**src/rtl/mult_seq_ctrl_if.sv**
```systemverilog
// Control bundle between the shift-and-add multiplier sequencer and its datapath.
// MULT_SEQ_CTRL_ABORT_EN adds the synchronous abort request.
`timescale 1ns/1ps
interface mult_seq_ctrl_if #(
  parameter int unsigned N = 3
);
  localparam int unsigned CW = $clog2(N + 1);

  logic          start;
  logic          q0;
`ifdef MULT_SEQ_CTRL_ABORT_EN
  logic          abort;
`endif
  logic          CargaM;
  logic          CargaQ;
  logic          ClearA;
  logic          CargaA;
  logic          DesplazaA;
  logic          DesplazaQ;
  logic          busy;
  logic          fin;
  logic [CW-1:0] cnt;

  modport master (
`ifdef MULT_SEQ_CTRL_ABORT_EN
    output abort,
`endif
    output start, q0,
    input  CargaM, CargaQ, ClearA, CargaA, DesplazaA, DesplazaQ, busy, fin, cnt
  );

  modport slave (
`ifdef MULT_SEQ_CTRL_ABORT_EN
    input  abort,
`endif
    input  start, q0,
    output CargaM, CargaQ, ClearA, CargaA, DesplazaA, DesplazaQ, busy, fin, cnt
  );
endinterface

```
**src/rtl/mult_seq_ctrl.sv**
```systemverilog
// Moore sequencer for an N-bit shift-and-add multiplier: load, N x (eval, [add], shift), done.
// Define MULT_SEQ_CTRL_ABORT_EN to add a synchronous abort that returns to IDLE from any busy state.
`timescale 1ns/1ps
module mult_seq_ctrl #(
  parameter int unsigned N = 3
) (
  input  logic           clk,
  input  logic           reset,
  mult_seq_ctrl_if.slave bus
);
  localparam int unsigned CW = $clog2(N + 1);

  typedef enum logic [2:0] {
    S_IDLE  = 3'd0,
    S_LOAD  = 3'd1,
    S_EVAL  = 3'd2,
    S_ADD   = 3'd3,
    S_SHIFT = 3'd4,
    S_DONE  = 3'd5
  } state_t;

  state_t        r_state;
  state_t        w_next_state;
  logic [CW-1:0] r_cnt;
  logic [CW-1:0] w_cnt_next;

  logic w_carga_m, w_carga_q, w_clear_a, w_carga_a;
  logic w_desplaza_a, w_desplaza_q, w_busy, w_fin;

  // State and iteration counter registers
  always_ff @(posedge clk or negedge reset) begin
    if (!reset) begin
      r_state <= S_IDLE;
      r_cnt   <= '0;
    end else begin
      r_state <= w_next_state;
      r_cnt   <= w_cnt_next;
    end
  end

  // Next-state and counter update; unused encodings fall back to IDLE
  always_comb begin
    w_next_state = S_IDLE;
    w_cnt_next   = r_cnt;
    case (r_state)
      S_IDLE:  w_next_state = bus.start ? S_LOAD : S_IDLE;
      S_LOAD: begin
        w_cnt_next   = CW'(N);
        w_next_state = S_EVAL;
      end
      S_EVAL:  w_next_state = bus.q0 ? S_ADD : S_SHIFT;
      S_ADD:   w_next_state = S_SHIFT;
      S_SHIFT: begin
        w_cnt_next   = CW'(r_cnt - CW'(1));
        w_next_state = (r_cnt == CW'(1)) ? S_DONE : S_EVAL;
      end
      S_DONE:  w_next_state = S_IDLE;
      default: begin
        w_next_state = S_IDLE;
        w_cnt_next   = '0;
      end
    endcase
`ifdef MULT_SEQ_CTRL_ABORT_EN
    if (bus.abort && (r_state != S_IDLE)) begin
      w_next_state = S_IDLE;
      w_cnt_next   = '0;
    end
`endif
  end

  // Strobes decoded from the current state only
  always_comb begin
    w_carga_m    = 1'b0;
    w_carga_q    = 1'b0;
    w_clear_a    = 1'b0;
    w_carga_a    = 1'b0;
    w_desplaza_a = 1'b0;
    w_desplaza_q = 1'b0;
    w_busy       = 1'b0;
    w_fin        = 1'b0;
    case (r_state)
      S_LOAD: begin
        w_carga_m = 1'b1;
        w_carga_q = 1'b1;
        w_clear_a = 1'b1;
        w_busy    = 1'b1;
      end
      S_EVAL:  w_busy = 1'b1;
      S_ADD: begin
        w_carga_a = 1'b1;
        w_busy    = 1'b1;
      end
      S_SHIFT: begin
        w_desplaza_a = 1'b1;
        w_desplaza_q = 1'b1;
        w_busy       = 1'b1;
      end
      S_DONE: begin
        w_fin  = 1'b1;
        w_busy = 1'b1;
      end
      default: ;
    endcase
  end

  assign bus.CargaM    = w_carga_m;
  assign bus.CargaQ    = w_carga_q;
  assign bus.ClearA    = w_clear_a;
  assign bus.CargaA    = w_carga_a;
  assign bus.DesplazaA = w_desplaza_a;
  assign bus.DesplazaQ = w_desplaza_q;
  assign bus.busy      = w_busy;
  assign bus.fin       = w_fin;
  assign bus.cnt       = r_cnt;
endmodule

```
**src/flat_wrapper.sv**
```systemverilog
// flat-port wrapper written by rule: the top's interface ports become plain ports
module mult_seq_ctrl_flat 
#(
  parameter int unsigned N = 3
)
  (clk, reset, bus_start, bus_q0, bus_CargaM, bus_CargaQ, bus_ClearA, bus_CargaA, bus_DesplazaA, bus_DesplazaQ, bus_busy, bus_fin, bus_cnt);
  mult_seq_ctrl_if #(.N(N)) bus_i ();
  input  logic clk;
  input  logic reset;
  input wire logic [$bits(bus_i.start)-1:0] bus_start;
  input wire logic [$bits(bus_i.q0)-1:0] bus_q0;
  output wire logic [$bits(bus_i.CargaM)-1:0] bus_CargaM;
  output wire logic [$bits(bus_i.CargaQ)-1:0] bus_CargaQ;
  output wire logic [$bits(bus_i.ClearA)-1:0] bus_ClearA;
  output wire logic [$bits(bus_i.CargaA)-1:0] bus_CargaA;
  output wire logic [$bits(bus_i.DesplazaA)-1:0] bus_DesplazaA;
  output wire logic [$bits(bus_i.DesplazaQ)-1:0] bus_DesplazaQ;
  output wire logic [$bits(bus_i.busy)-1:0] bus_busy;
  output wire logic [$bits(bus_i.fin)-1:0] bus_fin;
  output wire logic [$bits(bus_i.cnt)-1:0] bus_cnt;
  assign bus_i.start = bus_start;
  assign bus_i.q0 = bus_q0;
  assign bus_CargaM = bus_i.CargaM;
  assign bus_CargaQ = bus_i.CargaQ;
  assign bus_ClearA = bus_i.ClearA;
  assign bus_CargaA = bus_i.CargaA;
  assign bus_DesplazaA = bus_i.DesplazaA;
  assign bus_DesplazaQ = bus_i.DesplazaQ;
  assign bus_busy = bus_i.busy;
  assign bus_fin = bus_i.fin;
  assign bus_cnt = bus_i.cnt;
  mult_seq_ctrl #(.N(N)) u_core (.clk(clk), .reset(reset), .bus(bus_i));
endmodule
```
**config.mk**
```make
export PLATFORM = sky130hd
export DESIGN_NAME = mult_seq_ctrl_flat
export DESIGN_NICKNAME = d
export VERILOG_FILES = /design/src/rtl/mult_seq_ctrl_if.sv /design/src/rtl/mult_seq_ctrl.sv /design/src/flat_wrapper.sv
export SDC_FILE = /design/constraint.sdc
export NUM_CORES = 1
export LEC_CHECK = 0
export BUFFER_PORTS_ARGS = -buffer_cell sky130_fd_sc_hd__buf_2
export CAP_MARGIN = 10
export CORE_AREA = 2 2 39 41
export CTS_CLUSTER_DIAMETER = 100
export DETAILED_ROUTE_END_ITERATION = 10
export DIE_AREA = 0 0 41 43
export GPL_TIMING_DRIVEN = 0
export PLACE_DENSITY = 0.56
export SLEW_MARGIN = 40
export SYNTH_ARGS = -nofsm -noshare
export SYNTH_HDL_FRONTEND = slang
export SYNTH_SLANG_ARGS = --single-unit
```
**constraint.sdc**
```tcl
create_clock -name clk -period 1.4 [get_ports clk]
set_input_delay 0.07 -clock clk [delete_from_list [all_inputs] [get_ports clk]]
set_output_delay 0.07 -clock clk [all_outputs]
set_load 0.03 [all_outputs]
```
==> results of run 1 <==
[cell families (layout without fill, tap and decap cells)]
family | after synthesis | count (layout)
AOI/OAI and AO/OA | 8 | 8
DFF | 5 | 5
muxes | 1 | 1
buffers and inverters | 8 | 27
adders and majority gates | 1 | 1
and+or+nand+nor | 12 | 12
xor gates and xnor gates | 1 | 1
[layout make-up]
type / count / area (µm²)
Fill cell: 135 / 885
Multi-Input combinational cell: 23 / 175
Sequential cell: 5 / 126
Timing Repair Buffer: 15 / 97.6
Buffer: 5 / 41.3
Clock buffer: 3 / 22.5
Tap cell: 16 / 20.0
Inverter: 3 / 11.3
Clock inverter: 1 / 5.00
[power groups by stage]
stage               combinational, mW  sequential [mW]  clock, mW
CTS                             0.924            0.284      0.175
finish                          0.958            0.285      0.166
global route                     1.04            0.295      0.188
global placement                0.853            0.274          0
detailed placement              0.853            0.274          0
floorplan                       0.618            0.319          0
[worst max-delay path by stage]
| stage | to | slack [ns] | cells after the start |
|---|---|---|---|
| floorplan | bus_CargaQ | 0.008 | 3 |
| global placement | bus_CargaQ | 0.20 | 3 |
| detailed placement | bus_ClearA | 0.20 | 3 |
| CTS | bus_DesplazaQ | 0.02 | 4 |
| global route | bus_DesplazaQ | -0.02 | 4 |
| finish | bus_DesplazaQ | 0.05 | 4 |
[worst max-delay path: cells and delay by family, from the launching register on]
family | cells | cell delay (ns)
flops | 1 | 0.35
buf+inv | 3 | 0.47
simple gates | 1 | 0.21
[timing repair]
item / in CTS / in global routing
pin swaps: 1 / 0
setup endpoints to repair: 3 / 4
buffers inserted: 1 / 0
resized for setup: 5 / 5
hold endpoints to repair: 5 / 0
hold buffers: 1 / 0
[flip-flops by register name, indices dropped and copies added (netlist names)]
signal          flops
u_core.r_state      3
u_core.bus.cnt      2
[layout by cell type, fill, tap and decap left out, types with 2 or more instances in the layout]
cell and count:
sky130_fd_sc_hd__dfrtp_1 4, sky130_fd_sc_hd__buf_2 10, sky130_fd_sc_hd__o21ai_0 2, sky130_fd_sc_hd__inv_1 3, sky130_fd_sc_hd__buf_6 3, sky130_fd_sc_hd__a21oi_1 2
sky130_fd_sc_hd__nand2_1 2, sky130_fd_sc_hd__clkbuf_4 4, sky130_fd_sc_hd__nand2b_1 2, sky130_fd_sc_hd__buf_4 5, sky130_fd_sc_hd__nor2_1 2
[per-stage QoR]
stage / instances / area [µm²]
after floorplan: 36 / 334
after global placement: 65 / 419
after detailed placement: 65 / 419
after CTS: 71 / 483
after global routing: 71 / 499
final: 71 / 499
[per-layer routing]
metal | vias to the layer above | GRT usage [%] | part of all wire [%]
met4 | 0 | 10.0 | 2.1
met2 | 5 | 12.2 | 51
met1 | 128 | 11.0 | 42
met5 | - | 0 | 0
met3 | 2 | 3.14 | 4.6
li1 | 157 | - | -
==> metrics.txt, run 1 <==
average detailed-routed wire length per instance=9.42 µm; Worst Setup Slack post-DPL=0.199 ns; maximum single-stage delay on the critical path=0.35 ns; leakage=0.242 nW; maximum number of pins on one net before global-route repair=11; synthesis warning total=0; worst slew pin tran=0.202 ns; violation count after the first detailed-route iteration=2; number of CTS-inserted buffers=3; minimum clock period=1.35 ns; hold path endpoint=u_core.r_state[1]; xor/xnor cell area share of the yosys netlist=2.70%; critical path cell sequence=buf_4 -> nor3_4 -> buf_4 -> clkbuf_4; crit share post-route=96.2%; RR Startpoint=u_core.r_state[0]; largest family of logic cells by synthesized area=simple AND/OR/NAND/NOR gates; Final Routed Wirelength=669 µm; post-synthesis simple-gate area fraction=19.7%; Net count, final=61; proportion of synthesized flip-flops having asynchronous set or reset=100%; area share of the largest cell type after synthesis=38.6%; crit path launch type=register; sequential share of the synthesized area=38.6%; Clk pwr share=11.8%; via count=292; CP max FO=10; floorplan core area=0.00138 mm²; Die Height=43 µm; CTS max path bufs=2; Synth Flop Type=sky130_fd_sc_hd__dfrtp_1; Internal=727 µW; cell types occupying the most area after synthesis=sky130_fd_sc_hd__dfrtp_1 (39%), sky130_fd_sc_hd__buf_4 (12%), sky130_fd_sc_hd__ha_1 (3.9%), sky130_fd_sc_hd__nand2b_1 (3.9%), sky130_fd_sc_hd__nor2b_1 (3.9%); post-route core utilization=36.1%; Row Count=14; Synth Area in Compound Gates=16.6%; cell repeated most along the worst path=sky130_fd_sc_hd__buf_4; Max Clock Freq=0.742 GHz; Avg Cell Area, Syn=9.00 µm²; antenna cells=0; final worst clock skew=0.00272 ns; clock latency on the worst-skew pair=0.24 ns; reported net switching power=683 µW; overall track demand over capacity in global routing=9.46%; Worst R2R Path Depth=4; share of cells above drive strength 1=50.9%; run status=completed; post-synthesis instance total=36; Final Setup Violations=0; effective utilization at floorplan=23.4%; final global-route overflow total=0; list of most frequent post-synthesis cells=sky130_fd_sc_hd__buf_4 (5), sky130_fd_sc_hd__dfrtp_1 (5), sky130_fd_sc_hd__inv_1 (3); Final Max Tran Viols=0; final hold violations=0; Post-Syn Area=324 µm²; mux contribution to synthesized area=3.47%; via count of the first global-routing pass=230; number of antenna violations at the first check in global routing=0; Final TNS setup=0 ns; minimum setup slack among reg-to-reg paths=0.20 ns; Hold Path Cell Cnt=3; number of enable flip-flop cells after synthesis=0; vias per inst=4.11; remaining max-slew budget at the tightest pin=86.5%; DP Wirelength=517 µm; power per standard cell area=2820 mW/mm²; number of iterations in the first detailed-routing pass=5; synthesized flop and latch total=5; slowest library cell on the worst path=sky130_fd_sc_hd__dfrtp_1; Horiz. Die Dim=41 µm; clk slew on worst S/H paths=0.05 ns; capturing point of the worst reg2reg path=u_core.bus.cnt[1]; number of remaining DRC errors=0; clock tree root driver cell=sky130_fd_sc_hd__clkbuf_4; Combinational Power Share=67.9%; min setup slack post-route=0.0531 ns; synth unique cells=19; CTS H-tree depth=1; setup repair after global routing missed its margin=yes; launch point of the worst path=u_core.r_state[0]; startpoint of the tightest hold check path=bus_q0; ports placed on the boundary=14; nets in the synthesized netlist=41; clock tree from TritonCTS=yes; CP Capture Type=output port; Port Buffer Count=13; CP Data Arrival Time=1.28 ns; required time of the critical path=1.33 ns; arithmetic-cell share of the synthesized area counting full adders, half adders and majority gates=3.86%; smallest hold slack=0.102 ns; Sw Ratio=48.4%; sinks on the clock net=5; Hold/Removal Path Class=input port to register; largest area contributor in the netlist=sky130_fd_sc_hd__dfrtp_1; category of the critical setup timing path=register to output port; wire length of the first global-routing pass=1.01 mm; Tot Pwr=1.41 mW; number of antenna-violating nets in the routed design=0; Total Die Area=0.00176 mm²; Layout Area Growth over Synthesis=54.1%; peak supply drop=681 µV; max_cap viols=0; final RePlAce weighted congestion=0.688; sequential share of power=20.3%
(Power assumes the default switching activity.)
==> inputs of run 2 (changes only) <==
ABC_AREA = 1   (was default)
PLACE_DENSITY = 0.55   (was 0.56)
==> metrics.txt, run 2 <==
slowest library cell on the worst path=sky130_fd_sc_hd__dfrtp_2 (was sky130_fd_sc_hd__dfrtp_1); Tot Pwr=1.28 mW (was 1.41 mW); min setup slack post-route=0.0634 ns (was 0.0531 ns); synth unique cells=11 (was 19); Final Routed Wirelength=654 µm (was 669 µm); most common library cell in the layout ignoring fill and taps=sky130_fd_sc_hd__nand2_1 (was sky130_fd_sc_hd__buf_2); DP Wirelength=532 µm (was 517 µm); final hold violations=0 (unchanged); final global-route overflow total=0 (unchanged); critical path cell sequence=inv_2 -> nand2_1 -> nor2_2 -> buf_4 -> clkbuf_4 (was buf_4 -> nor3_4 -> buf_4 -> clkbuf_4); nets in the synthesized netlist=50 (was 41); Max Clock Freq=0.748 GHz (was 0.742 GHz); Hold/Removal Path Class=input port to register (unchanged); list of most frequent post-synthesis cells=sky130_fd_sc_hd__nand2_1 (12), sky130_fd_sc_hd__inv_1 (8), sky130_fd_sc_hd__nand3_1 (8) (was sky130_fd_sc_hd__buf_4 (5), sky130_fd_sc_hd__dfrtp_1 (5), sky130_fd_sc_hd__inv_1 (3)); sinks on the clock net=5 (unchanged); antenna cells=0 (unchanged); wire length of the first global-routing pass=945 µm (was 1.01 mm); CTS H-tree depth=1 (unchanged); cell types occupying the most area after synthesis=sky130_fd_sc_hd__dfrtp_1 (40%), sky130_fd_sc_hd__nand2_1 (14%), sky130_fd_sc_hd__nand3_1 (13%), sky130_fd_sc_hd__inv_1 (9.5%), sky130_fd_sc_hd__buf_4 (7.1%) (was sky130_fd_sc_hd__dfrtp_1 (39%), sky130_fd_sc_hd__buf_4 (12%), sky130_fd_sc_hd__ha_1 (3.9%), sky130_fd_sc_hd__nand2b_1 (3.9%), sky130_fd_sc_hd__nor2b_1 (3.9%)); CP Data Arrival Time=1.27 ns (was 1.28 ns); Horiz. Die Dim=41 µm (unchanged); floorplan core area=0.00138 mm² (unchanged); violation count after the first detailed-route iteration=1 (was 2); number of CTS-inserted buffers=3 (unchanged); crit share post-route=95.5% (was 96.2%); post-synthesis instance total=45 (was 36); final RePlAce weighted congestion=0.656 (was 0.688); clock tree from TritonCTS=yes (unchanged); synthesized flop and latch total=5 (unchanged); sequential share of the synthesized area=39.5% (was 38.6%); largest area contributor in the netlist=sky130_fd_sc_hd__dfrtp_1 (unchanged); CP max FO=5 (was 10); Port Buffer Count=13 (unchanged); ports placed on the boundary=14 (unchanged); leakage=0.273 nW (was 0.242 nW); Avg Cell Area, Syn=7.03 µm² (was 9.00 µm²); Layout Area Growth over Synthesis=43.1% (was 54.1%); remaining max-slew budget at the tightest pin=84.6% (was 86.5%); Die Height=43 µm (unchanged); leading cell types in the layout, fill and taps excluded=sky130_fd_sc_hd__nand2_1 (12), sky130_fd_sc_hd__buf_2 (10), sky130_fd_sc_hd__inv_1 (7), sky130_fd_sc_hd__nand3_1 (7), sky130_fd_sc_hd__buf_4 (5) (was sky130_fd_sc_hd__buf_2 (10), sky130_fd_sc_hd__buf_4 (5), sky130_fd_sc_hd__clkbuf_4 (4), sky130_fd_sc_hd__dfrtp_1 (4)); required time of the critical path=1.33 ns (about the same); maximum single-stage delay on the critical path=0.43 ns (was 0.35 ns); run status=completed (unchanged); via count of the first global-routing pass=268 (was 230); average detailed-routed wire length per instance=8.28 µm (was 9.42 µm); power per standard cell area=2820 mW/mm² (about the same); number of antenna-violating nets in the routed design=0 (unchanged); category of the critical setup timing path=register to output port (unchanged); number of remaining DRC errors=0 (unchanged); Row Count=14 (unchanged); clock latency on the worst-skew pair=0.23 ns (was 0.24 ns); top-count cell post-synth=sky130_fd_sc_hd__nand2_1; number of antenna violations at the first check in global routing=0 (unchanged); peak supply drop=683 µV (was 681 µV); Total Die Area=0.00176 mm² (unchanged); Final Setup Violations=0 (unchanged); crit path launch type=register (unchanged); minimum clock period=1.34 ns (was 1.35 ns); via count=321 (was 292); maximum number of pins on one net before global-route repair=8 (was 11); vias per inst=4.06 (was 4.11); flip-flop count of the largest register after layout=3 (unchanged); Final Max Tran Viols=0 (unchanged); Synth Flop Type=sky130_fd_sc_hd__dfrtp_1 (unchanged); final worst clock skew=0.00109 ns (was 0.00272 ns); effective utilization at floorplan=22.9% (was 23.4%); clock tree root driver cell=sky130_fd_sc_hd__clkbuf_4 (unchanged); proportion of synthesized flip-flops having asynchronous set or reset=100% (unchanged); share of cells above drive strength 1=41.3% (was 50.9%); synthesis warning total=0 (unchanged); Post-Syn Area=317 µm² (was 324 µm²); CTS max path bufs=2 (unchanged); Worst Setup Slack post-DPL=0.173 ns (was 0.199 ns); number of enable flip-flop cells after synthesis=0 (unchanged); overall track demand over capacity in global routing=8.38% (was 9.46%); Net count, final=69 (was 61); max_cap viols=0 (unchanged); area share of the largest cell type after synthesis=39.5% (was 38.6%); number of iterations in the first detailed-routing pass=2 (was 5); worst slew pin tran=0.231 ns (was 0.202 ns); largest register by flop count=u_core.r_state (unchanged); CP Capture Type=output port (unchanged); clk slew on worst S/H paths=0.04 ns (was 0.05 ns)
-- run 2: through the flow --
step                cell area, µm²  TNS (ns)  hold WS (ns)  std cells  util, %
floorplan                      317         0        -0.226         45        -
global placement               402         0        -0.113         74     29.0
detailed placement             402         0        -0.114         74     29.0
CTS                            444         0        0.0920         79     32.1
global route                   453   -0.0148         0.107         79     32.7
finish                         453         0        0.0967         79     32.7
-- run 2: power breakdown --
| part | total (mW) | internal [mW] | switching [mW] | leakage, nW |
|---|---|---|---|---|
| combinational | 0.801 | 0.278 | 0.523 | 0.197 |
| clock | 0.159 | 0.107 | 0.0520 | 0.0150 |
| sequential | 0.316 | 0.222 | 0.0944 | 0.0604 |
| total | 1.28 | 0.607 | 0.670 | 0.273 |
-- run 2: path summary, 6_finish.rpt --
check,slack (ns),from,to,cells past startpoint
setup / recovery,0.06,u_core.r_state[1],bus_DesplazaQ,5
hold reg to reg,0.50,u_core.bus.cnt[1],u_core.bus.cnt[1],2
min in group asynchronous,0.18,reset,u_core.bus.cnt[0],2
setup reg to reg,0.37,u_core.r_state[0],u_core.bus.cnt[0],5
hold / removal,0.1,bus_start,u_core.r_state[0],3
max in group asynchronous,1.09,reset,u_core.r_state[1],2
-- run 2: logic make-up after synthesis --
kind of cell             count (synthesis)  share of synthesized area [%]
flip-flops                               5                           39.5
AND/OR/NAND/NOR                         25                           35.6
AO/OA/AOI/OAI                            2                           3.16
buffers and inverters                   12                           17.8
adder cells (fa/ha/maj)                  1                           3.95
-- run 2: layout make-up --
type / count / area, µm²
Timing Repair Buffer: 14 / 82.6
Fill cell: 165 / 931
Buffer: 3 / 22.5
Tap cell: 16 / 20.0
Inverter: 9 / 33.8
Sequential cell: 5 / 128
Multi-Input combinational cell: 28 / 140
Clock buffer: 4 / 26.3
-- run 2: routing by layer --
metal  track usage (%)  share of wire (%)  vias up
met3              1.57                6.7        2
met2              12.2                 50        9
met1              8.52                 41      140
li1                  -                  -      170
met4              10.0                1.5        0
met5                 0                  0        -
-- run 2: critical path: cells and delay by family (launching register included) --
family                 cells  cell delay, ns
AND/OR/NAND/NOR            2            0.22
buffers and inverters      3            0.38
flip-flops                 1            0.43
-- run 2: what timing repair did --
action,CTS,global route
hold endpoints to repair,5,0
gates resized for setup,4,3
hold buffers,1,0
setup buffers,0,0
setup endpoints to repair,3,4
